**src/rtl/multicycle_control_if.sv**
```systemverilog
// Control bundle between the multi-cycle RV32I main FSM and its datapath.
//   master : the control FSM (reads opcode/zero/mem_ready, drives every control strobe)
//   slave  : the datapath side (drives opcode/zero/mem_ready, consumes the strobes)
// Optional macro ILLEGAL_TRAP_EN adds the illegal_insn flag to the bundle.
interface multicycle_control_if;
  logic [6:0] opcode;
  logic       zero;
  logic       mem_ready;
  logic       pc_write;
  logic       pc_write_cond;
  logic       ir_write;
  logic       iord;
  logic       mem_read;
  logic       mem_write;
  logic       reg_write;
  logic [1:0] mem_to_reg;
  logic [1:0] alu_src_a;
  logic [1:0] alu_src_b;
  logic [1:0] alu_op;
  logic [1:0] pc_source;
  logic [3:0] state_dbg;
`ifdef ILLEGAL_TRAP_EN
  logic       illegal_insn;
`endif

  modport master (
    input  opcode, zero, mem_ready,
    output pc_write, pc_write_cond, ir_write, iord, mem_read, mem_write, reg_write,
           mem_to_reg, alu_src_a, alu_src_b, alu_op, pc_source, state_dbg
`ifdef ILLEGAL_TRAP_EN
    , output illegal_insn
`endif
  );

  modport slave (
    output opcode, zero, mem_ready,
    input  pc_write, pc_write_cond, ir_write, iord, mem_read, mem_write, reg_write,
           mem_to_reg, alu_src_a, alu_src_b, alu_op, pc_source, state_dbg
`ifdef ILLEGAL_TRAP_EN
    , input illegal_insn
`endif
  );
endinterface

```
**src/rtl/multicycle_control.sv**
```systemverilog
// Main FSM of the multi-cycle RV32I core (LW, SW, R-type, I-type ALU, BEQ, JAL).
// One datapath phase per state; memory phases stall on mem_ready.
// Ports:
//   clk  : rising-edge clock
//   rst  : asynchronous active-high reset, forces every output to 0 while high
//   ctrl : multicycle_control_if.master (opcode/zero/mem_ready in, control strobes out)
// Optional feature macro ILLEGAL_TRAP_EN: unknown opcodes enter an absorbing TRAP state and
// raise illegal_insn; otherwise they retire as a 2-cycle NOP.
module multicycle_control (
  input  logic                           clk,
  input  logic                           rst,
  multicycle_control_if.master           ctrl
);

  localparam logic [6:0] OP_LW  = 7'b0000011;
  localparam logic [6:0] OP_SW  = 7'b0100011;
  localparam logic [6:0] OP_R   = 7'b0110011;
  localparam logic [6:0] OP_I   = 7'b0010011;
  localparam logic [6:0] OP_BEQ = 7'b1100011;
  localparam logic [6:0] OP_JAL = 7'b1101111;

  typedef enum logic [3:0] {
    StFetch  = 4'd0,
    StDecode = 4'd1,
    StMemAdr = 4'd2,
    StMemRd  = 4'd3,
    StMemWb  = 4'd4,
    StMemWr  = 4'd5,
    StExec   = 4'd6,
    StAluWb  = 4'd7,
    StBranch = 4'd8,
    StJal    = 4'd9
`ifdef ILLEGAL_TRAP_EN
    , StTrap = 4'd10
`endif
  } state_e;

  state_e state_q;
`ifdef ILLEGAL_TRAP_EN
  logic   illegal_q;
`endif

  always_ff @(posedge clk or posedge rst) begin
    if (rst) begin
      state_q   <= StFetch;
`ifdef ILLEGAL_TRAP_EN
      illegal_q <= 1'b0;
`endif
    end else begin
      unique case (state_q)
        StFetch:  if (ctrl.mem_ready) state_q <= StDecode;
        StDecode: begin
          unique case (ctrl.opcode)
            OP_LW, OP_SW: state_q <= StMemAdr;
            OP_R, OP_I:   state_q <= StExec;
            OP_BEQ:       state_q <= StBranch;
            OP_JAL:       state_q <= StJal;
            default: begin
`ifdef ILLEGAL_TRAP_EN
              state_q   <= StTrap;
              illegal_q <= 1'b1;
`else
              state_q   <= StFetch;
`endif
            end
          endcase
        end
        StMemAdr: state_q <= (ctrl.opcode == OP_LW) ? StMemRd : StMemWr;
        StMemRd:  if (ctrl.mem_ready) state_q <= StMemWb;
        StMemWb:  state_q <= StFetch;
        StMemWr:  if (ctrl.mem_ready) state_q <= StFetch;
        StExec:   state_q <= StAluWb;
        StAluWb:  state_q <= StFetch;
        StBranch: state_q <= StFetch;
        StJal:    state_q <= StFetch;
`ifdef ILLEGAL_TRAP_EN
        StTrap:   state_q <= StTrap;
`endif
        default:  state_q <= StFetch;
      endcase
    end
  end

  // Moore decode of the state register; FETCH alone also looks at mem_ready so the PC/IR update
  // only on the cycle the read completes. Everything is gated by rst so a request in flight drops
  // in the same cycle reset rises.
  always_comb begin
    ctrl.pc_write      = 1'b0;
    ctrl.pc_write_cond = 1'b0;
    ctrl.ir_write      = 1'b0;
    ctrl.iord          = 1'b0;
    ctrl.mem_read      = 1'b0;
    ctrl.mem_write     = 1'b0;
    ctrl.reg_write     = 1'b0;
    ctrl.mem_to_reg    = 2'b00;
    ctrl.alu_src_a     = 2'b00;
    ctrl.alu_src_b     = 2'b00;
    ctrl.alu_op        = 2'b00;
    ctrl.pc_source     = 2'b00;
    ctrl.state_dbg     = 4'd0;
    if (!rst) begin
      ctrl.state_dbg = state_q;
      unique case (state_q)
        StFetch: begin
          ctrl.mem_read  = 1'b1;
          ctrl.alu_src_b = 2'b01;
          ctrl.ir_write  = ctrl.mem_ready;
          ctrl.pc_write  = ctrl.mem_ready;
        end
        StDecode: begin
          // OldPC + imm lands in ALUOut as the branch/jump target
          ctrl.alu_src_a = 2'b10;
          ctrl.alu_src_b = 2'b10;
        end
        StMemAdr: begin
          ctrl.alu_src_a = 2'b01;
          ctrl.alu_src_b = 2'b10;
        end
        StMemRd: begin
          ctrl.iord     = 1'b1;
          ctrl.mem_read = 1'b1;
        end
        StMemWb: begin
          ctrl.reg_write  = 1'b1;
          ctrl.mem_to_reg = 2'b01;
        end
        StMemWr: begin
          ctrl.iord      = 1'b1;
          ctrl.mem_write = 1'b1;
        end
        StExec: begin
          ctrl.alu_src_a = 2'b01;
          ctrl.alu_op    = 2'b10;
          ctrl.alu_src_b = (ctrl.opcode == OP_R) ? 2'b00 : 2'b10;
        end
        StAluWb: ctrl.reg_write = 1'b1;
        StBranch: begin
          ctrl.alu_src_a     = 2'b01;
          ctrl.alu_op        = 2'b01;
          ctrl.pc_write_cond = 1'b1;
          ctrl.pc_source     = 2'b01;
        end
        StJal: begin
          // PC already holds PC+4 from FETCH, so it is the link value
          ctrl.pc_write   = 1'b1;
          ctrl.pc_source  = 2'b01;
          ctrl.reg_write  = 1'b1;
          ctrl.mem_to_reg = 2'b10;
        end
        default: ;
      endcase
    end
  end

`ifdef ILLEGAL_TRAP_EN
  assign ctrl.illegal_insn = illegal_q;
`endif

endmodule

```
**src/flat_wrapper.sv**
```systemverilog
// flat-port wrapper written by rule: the top's interface ports become plain ports
module multicycle_control_flat 
  (clk, rst, ctrl_opcode, ctrl_zero, ctrl_mem_ready, ctrl_pc_write, ctrl_pc_write_cond, ctrl_ir_write, ctrl_iord, ctrl_mem_read, ctrl_mem_write, ctrl_reg_write, ctrl_mem_to_reg, ctrl_alu_src_a, ctrl_alu_src_b, ctrl_alu_op, ctrl_pc_source, ctrl_state_dbg);
  multicycle_control_if ctrl_i ();
  input  logic clk;
  input  logic rst;
  input wire logic [$bits(ctrl_i.opcode)-1:0] ctrl_opcode;
  input wire logic [$bits(ctrl_i.zero)-1:0] ctrl_zero;
  input wire logic [$bits(ctrl_i.mem_ready)-1:0] ctrl_mem_ready;
  output wire logic [$bits(ctrl_i.pc_write)-1:0] ctrl_pc_write;
  output wire logic [$bits(ctrl_i.pc_write_cond)-1:0] ctrl_pc_write_cond;
  output wire logic [$bits(ctrl_i.ir_write)-1:0] ctrl_ir_write;
  output wire logic [$bits(ctrl_i.iord)-1:0] ctrl_iord;
  output wire logic [$bits(ctrl_i.mem_read)-1:0] ctrl_mem_read;
  output wire logic [$bits(ctrl_i.mem_write)-1:0] ctrl_mem_write;
  output wire logic [$bits(ctrl_i.reg_write)-1:0] ctrl_reg_write;
  output wire logic [$bits(ctrl_i.mem_to_reg)-1:0] ctrl_mem_to_reg;
  output wire logic [$bits(ctrl_i.alu_src_a)-1:0] ctrl_alu_src_a;
  output wire logic [$bits(ctrl_i.alu_src_b)-1:0] ctrl_alu_src_b;
  output wire logic [$bits(ctrl_i.alu_op)-1:0] ctrl_alu_op;
  output wire logic [$bits(ctrl_i.pc_source)-1:0] ctrl_pc_source;
  output wire logic [$bits(ctrl_i.state_dbg)-1:0] ctrl_state_dbg;
  assign ctrl_i.opcode = ctrl_opcode;
  assign ctrl_i.zero = ctrl_zero;
  assign ctrl_i.mem_ready = ctrl_mem_ready;
  assign ctrl_pc_write = ctrl_i.pc_write;
  assign ctrl_pc_write_cond = ctrl_i.pc_write_cond;
  assign ctrl_ir_write = ctrl_i.ir_write;
  assign ctrl_iord = ctrl_i.iord;
  assign ctrl_mem_read = ctrl_i.mem_read;
  assign ctrl_mem_write = ctrl_i.mem_write;
  assign ctrl_reg_write = ctrl_i.reg_write;
  assign ctrl_mem_to_reg = ctrl_i.mem_to_reg;
  assign ctrl_alu_src_a = ctrl_i.alu_src_a;
  assign ctrl_alu_src_b = ctrl_i.alu_src_b;
  assign ctrl_alu_op = ctrl_i.alu_op;
  assign ctrl_pc_source = ctrl_i.pc_source;
  assign ctrl_state_dbg = ctrl_i.state_dbg;
  multicycle_control u_core (.clk(clk), .rst(rst), .ctrl(ctrl_i));
endmodule
```
**config.mk**
```make
export PLATFORM = sky130hd
export DESIGN_NAME = multicycle_control_flat
export DESIGN_NICKNAME = d
export VERILOG_FILES = /design/src/rtl/multicycle_control_if.sv /design/src/rtl/multicycle_control.sv /design/src/flat_wrapper.sv
export SDC_FILE = /design/constraint.sdc
export NUM_CORES = 1
export LEC_CHECK = 0
export ABC_AREA = 1
export ABC_CLOCK_PERIOD_IN_PS = 1900
export CELL_PAD_IN_SITES_DETAIL_PLACEMENT = 1
export CELL_PAD_IN_SITES_GLOBAL_PLACEMENT = 2
export CORE_MARGIN = 1.5
export CORE_UTILIZATION = 17
export DETAILED_ROUTE_END_ITERATION = 6
export HOLD_SLACK_MARGIN = 0.05
export PLACE_DENSITY = 0.84
export SLEW_MARGIN = 10
export SYNTH_ARGS = -nofsm -noshare
export SYNTH_HDL_FRONTEND = slang
export SYNTH_SLANG_ARGS = --single-unit
export TNS_END_PERCENT = 30
```
**constraint.sdc**
```tcl
create_clock -name clk -period 1.9 [get_ports clk]
set_input_delay 0.38 -clock clk [delete_from_list [all_inputs] [get_ports clk]]
set_output_delay 0.38 -clock clk [all_outputs]
set_load 0.05 [all_outputs]
```
==> run metrics <==
status=finished, final reports clean; hold buffer count at cts=0; # DRC=0; Root Buffer=clkbuf_4; RR Endpoint=u_core.state_q[0]$_DFFE_PP0P_; Lkg Pwr=~0.00055 µW; Req. time, crit path=approximately 1.5 ns; fill cell count=between 300 and 400; Yosys cell types=19; Worst Path Arrival=approximately 1.5 ns; post-layout minimum cycle time=approximately 1.9 ns; Via Count=733; Area after DPL=approximately 0.0011 mm²; max reg flops=4; Post-Synth Simple-Gate Area=53.8%; DP Cell Count=between 150 and 200; post-synthesis mux area share=0%; met2 WL post-DR=just under 1000 µm; compound-cell area share of the yosys netlist=around an eighth; r2r setup slk=0.65 ns; Regs by FF count=u_core.state_q (4); post-synth top area share=a little under a fifth; hpwl dp=~1400 µm; Routed WL=about 1800 µm; Vias/cell=about 4.4; Clock Latency Late Sink=0.24 ns; largest cells by area after synthesis=dfrtp_1 (19%), nand2_1 (13%), nor2_1 (13%); YS warnings=0; crit-path most repeated cell=buf_4; Final Non-Filler Cells=between 150 and 200; layout cells sized above 1=around half; max-slew violations=0; Final Hold Fails=0; Slowest-stage cell, CP=clkdlybuf4s50_1; Clock Path Buffers=2; drt initial violations=8; total of max-cap violations=0; met3 wire len=101 µm; port bufs=29; critical path's largest stage delay=0.46 ns; Post-DRT Antenna Nets=0; Post-Synth Adder-Cell Area=0%; syn_nets=105; clock sink count=4; TritonRoute pass-1 iters=3; # rows=19; H-tree Lvls=1; # IOs=32; first-pass GRT wire length=roughly 2900 µm; total CTS buffers=3; Setup Skew=between 0.0015 and 0.002 ns; flops & latches, synth=4; worst hold path type=in -> async; RSZ-0062 raised after global routing=yes; multi-input combinational cell area=408 µm²; peak supply drop=just over 0.2 mV; setup violators final=0; Top Layer Used=met4; crit-path cells=clkdlybuf4s50_1, buf_4, nor3_1, buf_4, buf_12; Worst Reg2Reg Path Length in Cells=6; Core Region=about 0.0028 mm²; Yosys top cell by area=dfrtp_1; XOR/XNOR Fraction of Synth Area=0%; grt ovf=0; Synth Instances=between 90 and 100; Area Growth Syn to Fin=133%; largest net degree at the start of global routing=21; P per Cell Area=roughly 760 mW/mm²; Fin Setup TNS=0 ns; Reg with most FFs=u_core.state_q; Die X=about 58 µm; Initial Util=around 18%; CTS tree=built; sequential share of the synthesized area=a little under a fifth; Wirelength per Cell=around 11 µm; sequential cell area=between 100 and 150 µm²; worst flop-to-flop path startpoint=u_core.state_q[0]$_DFFE_PP0P_; Die ar.=around 0.0034 mm²; crit path max fanout=20; final critical-path share of the clock period=97.6%; chip height=approximately 58 µm; Final nets=around 150; Syn Area/Cell=~5.6 µm²; combinational family with the most area after synthesis=simple AND/OR/NAND/NOR gates; M1 WL=between 600 and 700 µm; gpl congestion=around 0.73; Setup crit end kind=output port; CP Launch Type=input pin; cell area after layout=approximately 0.0012 mm²; GRT Util Overall=a little over a tenth; Synth Cell Area=523 µm²; initial antenna violation count=0; vias in the first global route=around 700; Worst Path Class, Setup=in -> out; antenna fix cells=0; Clk pin slew, worst setup/hold paths=0.04 ns; Fmax=roughly 540 MHz
==> how the worst max path moves through the flow <==
stage	end	cells past startpoint	from
after global routing	ctrl_reg_write	5	u_core.state_q[2]$_DFFE_PP0P_
after floorplan	ctrl_alu_src_a[1]	3	u_core.state_q[3]$_DFFE_PP0P_
after global placement	ctrl_alu_src_b[1]	8	ctrl_opcode[2]
final	ctrl_alu_op[1]	5	rst
after detailed placement	ctrl_alu_src_b[1]	9	ctrl_opcode[1]
after CTS	ctrl_alu_src_b[1]	6	u_core.state_q[0]$_DFFE_PP0P_
==> through the flow <==
stage / setup slack (ns) / util (%) / hold WS (ns) / total power [µW]
after global routing: -0.0385 / 43.0 / 0.592 / 987
after CTS: 0.000903 / 41.3 / 0.548 / 905
after global placement: -0.0538 / 38.6 / 0.627 / 757
final: 0.0450 / 43.0 / 0.571 / 921
after detailed placement: -0.0842 / 38.6 / 0.614 / 764
after floorplan: -0.170 / - / 0.370 / 480
==> metal layers <==
metal	vias to the layer above	GRT usage [%]
li1	374	-
met1	330	11.7
met2	27	20.7
met3	2	0.879
met4	0	3.99
met5	-	0
==> what timing repair did <==
action | CTS | global route
resized for setup | 9 | 15
cloned | 0 | 0
pin swaps | 4 | 5
setup buffers | 5 | 0
hold endpoints to repair | 0 | 0
endpoints found under the setup margin | 1 | 10
==> synth_stat cells <==
master    count
o21ai_1       1
inv_2         4
nand2_1      18
conb_1        1
nor3_2        1
clkbuf_1      2
nor2_2        3
nand2_2       4
o21ai_0       1
nor3_1        4
o211ai_1      1
nor2_4        2
dfrtp_1       4
a21oi_1       9
nor2_1       18
nand3_2       1
buf_4         2
inv_1        10
nand3_1       8
==> cell type report <==
class                      count  share of cell area [%]
clock buffer                   3                    1.85
inverter                      14                    4.52
multi-input combinational     72                    33.5
sequential                     4                    8.43
tap                           31                    3.19
timing repair buffer          42                    48.5
==> cells in the final DEF, fill, tap and decap left out, types with 3 or more instances in the layout <==
| cell | instances |
|---|---|
| inv_1 | 9 |
| nor2_1 | 14 |
| buf_12 | 20 |
| inv_2 | 4 |
| nor3_1 | 4 |
| a21oi_2 | 7 |
| nor2_4 | 4 |
| buf_4 | 13 |
| nor2_2 | 5 |
| nand2_2 | 7 |
| nand3_1 | 8 |
| clkdlybuf4s50_1 | 5 |
| clkbuf_4 | 3 |
| nand2_1 | 15 |
==> cells by family after synthesis <==
kind of cell,Yosys count
flip-flops,4
AND/OR/NAND/NOR,59
AO/OA/AOI/OAI,12
other,1
buffers and inverters,18
==> where the power goes <==
part / switching, µW / leakage [µW] / internal, µW / total (µW)
Combinational: 393 / 0.000487 / 297 / 690
Clock: 34.6 / 0.0000138 / 70.6 / 105
Sequential: 22.8 / 0.0000509 / 102 / 125
Total: 450 / 0.000551 / 470 / 921
==> worst max-delay path: cells and delay by family <==
kind | cells | cell delay [ns]
buffers and inverters | 4 | 1.00
AND/OR/NAND/NOR | 1 | 0.09
Power figures use the tool's default switching activity.
